**config.mk**
```make
export PLATFORM = sky130hd
export DESIGN_NAME = div_iter
export DESIGN_NICKNAME = d
export VERILOG_FILES = /design/src/rtl/div_iter.sv
export SDC_FILE = /design/constraint.sdc
export NUM_CORES = 1
export LEC_CHECK = 0
export ABC_CLOCK_PERIOD_IN_PS = 7030
export BUFFER_PORTS_ARGS = -buffer_cell sky130_fd_sc_hd__buf_4
export CORE_AREA = 2 2 184 186
export CTS_CLUSTER_SIZE = 40
export DETAILED_ROUTE_END_ITERATION = 7
export DIE_AREA = 0 0 186 188
export REMOVE_ABC_BUFFERS = 1
export SYNTH_ARGS = -nofsm -noshare
export SYNTH_HDL_FRONTEND = slang
export SYNTH_SLANG_ARGS = --single-unit
```
**constraint.sdc**
```tcl
create_clock -name clk -period 7.03 [get_ports clk]
set_input_delay 0.703 -clock clk [delete_from_list [all_inputs] [get_ports clk]]
set_output_delay 0.703 -clock clk [all_outputs]
set_load 0.05 [all_outputs]
```
**src/rtl/div_iter.sv**
```systemverilog
// Iterative radix-2 restoring divider (DIV/DIVU) with a one-cycle ready strobe.
// Optional DIV_EARLY_EXIT_EN: finish at once when |dividend| < |divisor|.
module div_iter #(
  parameter int unsigned DIV_W = 32,
  parameter int unsigned CNT_W = 6
) (
  input  logic                 clk,
  input  logic                 rst,
  input  logic                 div_start,
  input  logic                 signed_div,
  input  logic [DIV_W-1:0]     opdata1,
  input  logic [DIV_W-1:0]     opdata2,
  input  logic                 annul,
  output logic                 div_ready,
  output logic [2*DIV_W-1:0]   result
);

  typedef enum logic [1:0] {IDLE, BYZERO, BUSY, DONE} state_t;

  localparam logic [CNT_W-1:0] LAST_CNT = CNT_W'(DIV_W - 1);

  state_t             state;
  logic [CNT_W-1:0]   cnt;
  logic [DIV_W-1:0]   dvd;
  logic [DIV_W-1:0]   dvs;
  logic [DIV_W-1:0]   rem;
  logic [DIV_W-1:0]   quo;
  logic               neg_q;
  logic               neg_r;

  logic [DIV_W-1:0]   abs1;
  logic [DIV_W-1:0]   abs2;
  logic [DIV_W:0]     rem_sh;
  logic [DIV_W-1:0]   rem_nx;
  logic [DIV_W-1:0]   quo_nx;
  logic [DIV_W-1:0]   q_fin;
  logic [DIV_W-1:0]   r_fin;

  always_comb begin
    abs1   = (signed_div && opdata1[DIV_W-1]) ? -opdata1 : opdata1;
    abs2   = (signed_div && opdata2[DIV_W-1]) ? -opdata2 : opdata2;
    // Partial remainder stays below the divisor, so one extra bit holds the shift.
    rem_sh = {rem, dvd[DIV_W-1]};
    if (rem_sh >= {1'b0, dvs}) begin
      rem_nx = rem_sh[DIV_W-1:0] - dvs;
      quo_nx = {quo[DIV_W-2:0], 1'b1};
    end else begin
      rem_nx = rem_sh[DIV_W-1:0];
      quo_nx = {quo[DIV_W-2:0], 1'b0};
    end
    q_fin = neg_q ? -quo_nx : quo_nx;
    r_fin = neg_r ? -rem_nx : rem_nx;
  end

  always_ff @(posedge clk or posedge rst) begin
    if (rst) begin
      state     <= IDLE;
      cnt       <= '0;
      dvd       <= '0;
      dvs       <= '0;
      rem       <= '0;
      quo       <= '0;
      neg_q     <= 1'b0;
      neg_r     <= 1'b0;
      div_ready <= 1'b0;
      result    <= '0;
    end else begin
      div_ready <= 1'b0;
      case (state)
        IDLE: begin
          if (!annul && div_start) begin
            dvd   <= abs1;
            dvs   <= abs2;
            rem   <= '0;
            quo   <= '0;
            cnt   <= '0;
            neg_q <= signed_div & (opdata1[DIV_W-1] ^ opdata2[DIV_W-1]);
            neg_r <= signed_div & opdata1[DIV_W-1];
            if (opdata2 == '0) begin
              state <= BYZERO;
`ifdef DIV_EARLY_EXIT_EN
            end else if (abs1 < abs2) begin
              state     <= DONE;
              div_ready <= 1'b1;
              result    <= {opdata1, {DIV_W{1'b0}}};
`endif
            end else begin
              state <= BUSY;
            end
          end
        end
        BYZERO: begin
          if (annul || !div_start) begin
            state <= IDLE;
          end else begin
            state     <= DONE;
            div_ready <= 1'b1;
            result    <= '0;
          end
        end
        BUSY: begin
          if (annul || !div_start) begin
            state <= IDLE;
          end else begin
            rem <= rem_nx;
            quo <= quo_nx;
            dvd <= dvd << 1;
            cnt <= cnt + 1'b1;
            if (cnt == LAST_CNT) begin
              state     <= DONE;
              div_ready <= 1'b1;
              result    <= {r_fin, q_fin};
            end
          end
        end
        DONE:    state <= IDLE;
        default: state <= IDLE;
      endcase
    end
  end

endmodule

```
==> results_dict.tcl <==
set metrics [dict create \
    status "completed" \
    drc 0 \
    critical_path.cell_chain "ha_1, nand4_1, nor4_1, nand2_1, and4_1, nand2_2, mux2i_1, ha_1, nand2_1, or4_4, nor4_4, o21ai_2, or4_4, o31ai_2, xnor2_1, o21ai_1" \
    worst_setup_path_start_kind "flop" \
    ios 134 \
    fmax_mhz 186 \
    grt_first_pass_wirelength_mm 62.4 \
    finalClockSkew_ns 0.0115 \
    p_per_area_nw_per_um2 505 \
    period_needed_ns 5.38 \
    crit_path_max_incr_delay_ns 0.63 \
    setup.worst_path.end_class "flop" \
    whs_ns 0.348 \
    p_leak_uw 0.00685 \
    min_path_type "in -> async" \
    antenna_cells 0 \
    critPathMaxFanout 13 \
    gp_congestion 0.919 \
    cts_tree "yes" \
    ys_seq_area_share_pct 38.7 \
    ant_nets 0 \
    worstMarginPinSlew_ns 1.05 \
    root_buffer "clkbuf_16" \
    ys_seq_elements 202 \
    synth_cell_type_count 78 \
    place_worst_setup_slack_ns 1.71 \
    finalSetupViolations 0 \
    synthArstFlopShare_pct 100 \
    layout.nets 1751 \
    setup_tns_ns 0 \
    grt_pass1_vias 11200 \
    dp_hpwl_mm 28.1 \
    cts_resized 0 \
    p_total_uw 7720 \
    fillers 3298 \
    final-hold-violation-count 0 \
    grt.overflow.total 0 \
    first_pass_iters 5 \
    cpLargestDelayFamily "simple AND/OR/NAND/NOR gates" \
    vdd_drop_max_uv 299 \
    instances_no_fill 2108 \
    core_area_um2 33100 \
    cts_hold_buffers 0 \
    clock_path_buffers 3 \
    maxSlewViolCount 0 \
    yosys.cell_count.top_type "nand2_1" \
    post_cts_buffers 0 \
    slew_headroom_pct 29.9 \
    clkTransAtPathRegs_ns 0.06 \
    setup_slack_ns 1.65 \
    required_ns 7.45 \
    numPortBuffers 133 \
    ys_warn_count 0 \
    maxCapViolations 0 \
    routed_via_density 5.55 \
    dp.cells 2062 \
    grt_usage_pct 22.3 \
    die-area_um2 35000 \
    synth_top_cell_area_share_pct 38.7 \
    syn_area_um2 13000 \
    rsz0062_at_grt "false" \
    cts.sinks 202 \
    h-tree-depth 1 \
    worst_path_max_delay_cell "or4_4" \
    crit_type "reg -> reg" \
    synth-edff-count 0 \
    antenna_found_initial 1 \
    synth_area_leader_cell "dfrtp_1" \
    start_util_pct 39.4 \
    synth_ff_type "dfrtp_1" \
    fin_crit_sh_pct 76.6 \
    syn2layout_area_growth_pct 17.1 \
    wirelength_mm 38.6 \
    detail_route.wl_per_cell_um 18.3 \
    netlist_instances 1556 \
    synthTopCellsByCount "nand2_1, dfrtp_1, o21ai_0" \
    die_h_um 188 \
    row_count 67 \
    die_x_um 186 \
    drt_iter0_drc 840 \
    arrival_ns 5.80 \
    synthTopCellsByArea "dfrtp_1, o21ai_0, nand2_1" \
    avgSynthCellArea_um2 8.39 \
    via_count 11700 \
    grt_start_max_net_pins 136 \
    drive_above_1_share_pct 13.0 \
    clock_latency_ns 0.55 \
    path_buf_inv 0 \
    cts_buffers 25 \
]
path summary, 6_finish.rpt:
kind | start | end | slack (ns) | depth (start not counted)
max reg2reg | rem[22] | result[62] | 1.65 | 16
max in group asynchronous | rst | dvd[21] | 5.13 | 3
min | rst | dvd[8] | 0.35 | 2
min reg2reg | dvd[26] | dvd[26] | 0.48 | 2
max | rem[22] | result[62] | 1.65 | 16
min in group clk | opdata1[0] | dvd[0] | 0.42 | 2
cells in the final DEF, fill, tap and decap left out, types with 6 or more instances in the layout:
cell	synthesis	final
a21oi_1	103	103
inv_1	53	52
buf_4	0	144
nand3b_1	7	7
a21o_1	11	11
or3_1	13	13
a22o_1	35	35
mux2i_1	25	25
xor2_1	82	82
nor2_1	94	94
o21ai_1	25	24
or4_1	8	8
and2_1	8	8
dfrtp_1	202	202
o41ai_1	12	12
and3_1	10	10
nand4_1	18	18
nand3_1	12	12
xnor2_1	63	63
a211oi_1	6	6
ha_1	40	39
o211ai_1	8	8
nor4_1	22	22
a31oi_1	10	10
nor3_1	34	34
nand2b_1	10	10
o21ai_0	193	193
nand2_1	249	246
o21a_1	6	6
o31ai_1	26	26
clkbuf_16	0	25
stage by stage:
stage               instance area (µm²)  utilization [%]
floorplan                         12700                -
global placement                  14400             43.4
detailed placement                14400             43.4
CTS                               15300             46.2
global route                      15300             46.2
finish                            15300             46.2
report_power, final:
part | total (µW) | switching [µW] | internal (µW)
registers | 1670 | 249 | 1420
clock network | 1430 | 546 | 883
logic | 4620 | 2990 | 1630
worst register-to-register path, stage by stage, from the launching register on:
cell and delay [ns]:
dfrtp_1 0.45, ha_1 0.47, nand4_1 0.26, nor4_1 0.55, nand2_1 0.10, and4_1 0.29
nand2_2 0.29, mux2i_1 0.33, ha_1 0.23, nand2_1 0.12, or4_4 0.60, nor4_4 0.29
o21ai_2 0.13, or4_4 0.63, o31ai_2 0.29, xnor2_1 0.15, o21ai_1 0.07
metal layers:
metal,GRT usage (%),share of wire [%],vias to the layer above
li1,-,-,5713
met3,3.32,5.7,51
met2,33.1,43,312
met5,0,0,-
met4,6.15,2.2,0
met1,33.6,49,5631
cell families after synthesis:
logic type | count (synthesis) | synth area share [%]
and+or+nand+nor | 510 | 18.0
AOI/OAI and AO/OA | 489 | 23.2
DFF | 202 | 38.7
xor gates and xnor gates | 145 | 9.73
buffers and inverters | 141 | 4.19
adders and majority gates | 41 | 3.99
muxes | 28 | 2.18
state kept, by name, indices dropped and copies added, names as in the netlist:
name and cells:
rem 32, cnt 6, quo 31, dvs 32, result 64, div_ready 1, state 2, dvd 32
neg_q 1, neg_r 1
cell type report:
cell class | instances | area [µm²] | share of cell area, %
sequential | 202 | 5050 | 33.1
tap | 448 | 561 | 3.67
clock buffer | 33 | 696 | 4.55
inverter | 55 | 214 | 1.40
multi-input combinational | 1213 | 7470 | 48.9
clock inverter | 13 | 210 | 1.38
timing repair buffer | 144 | 1080 | 7.07
(Power assumes the default switching activity.)
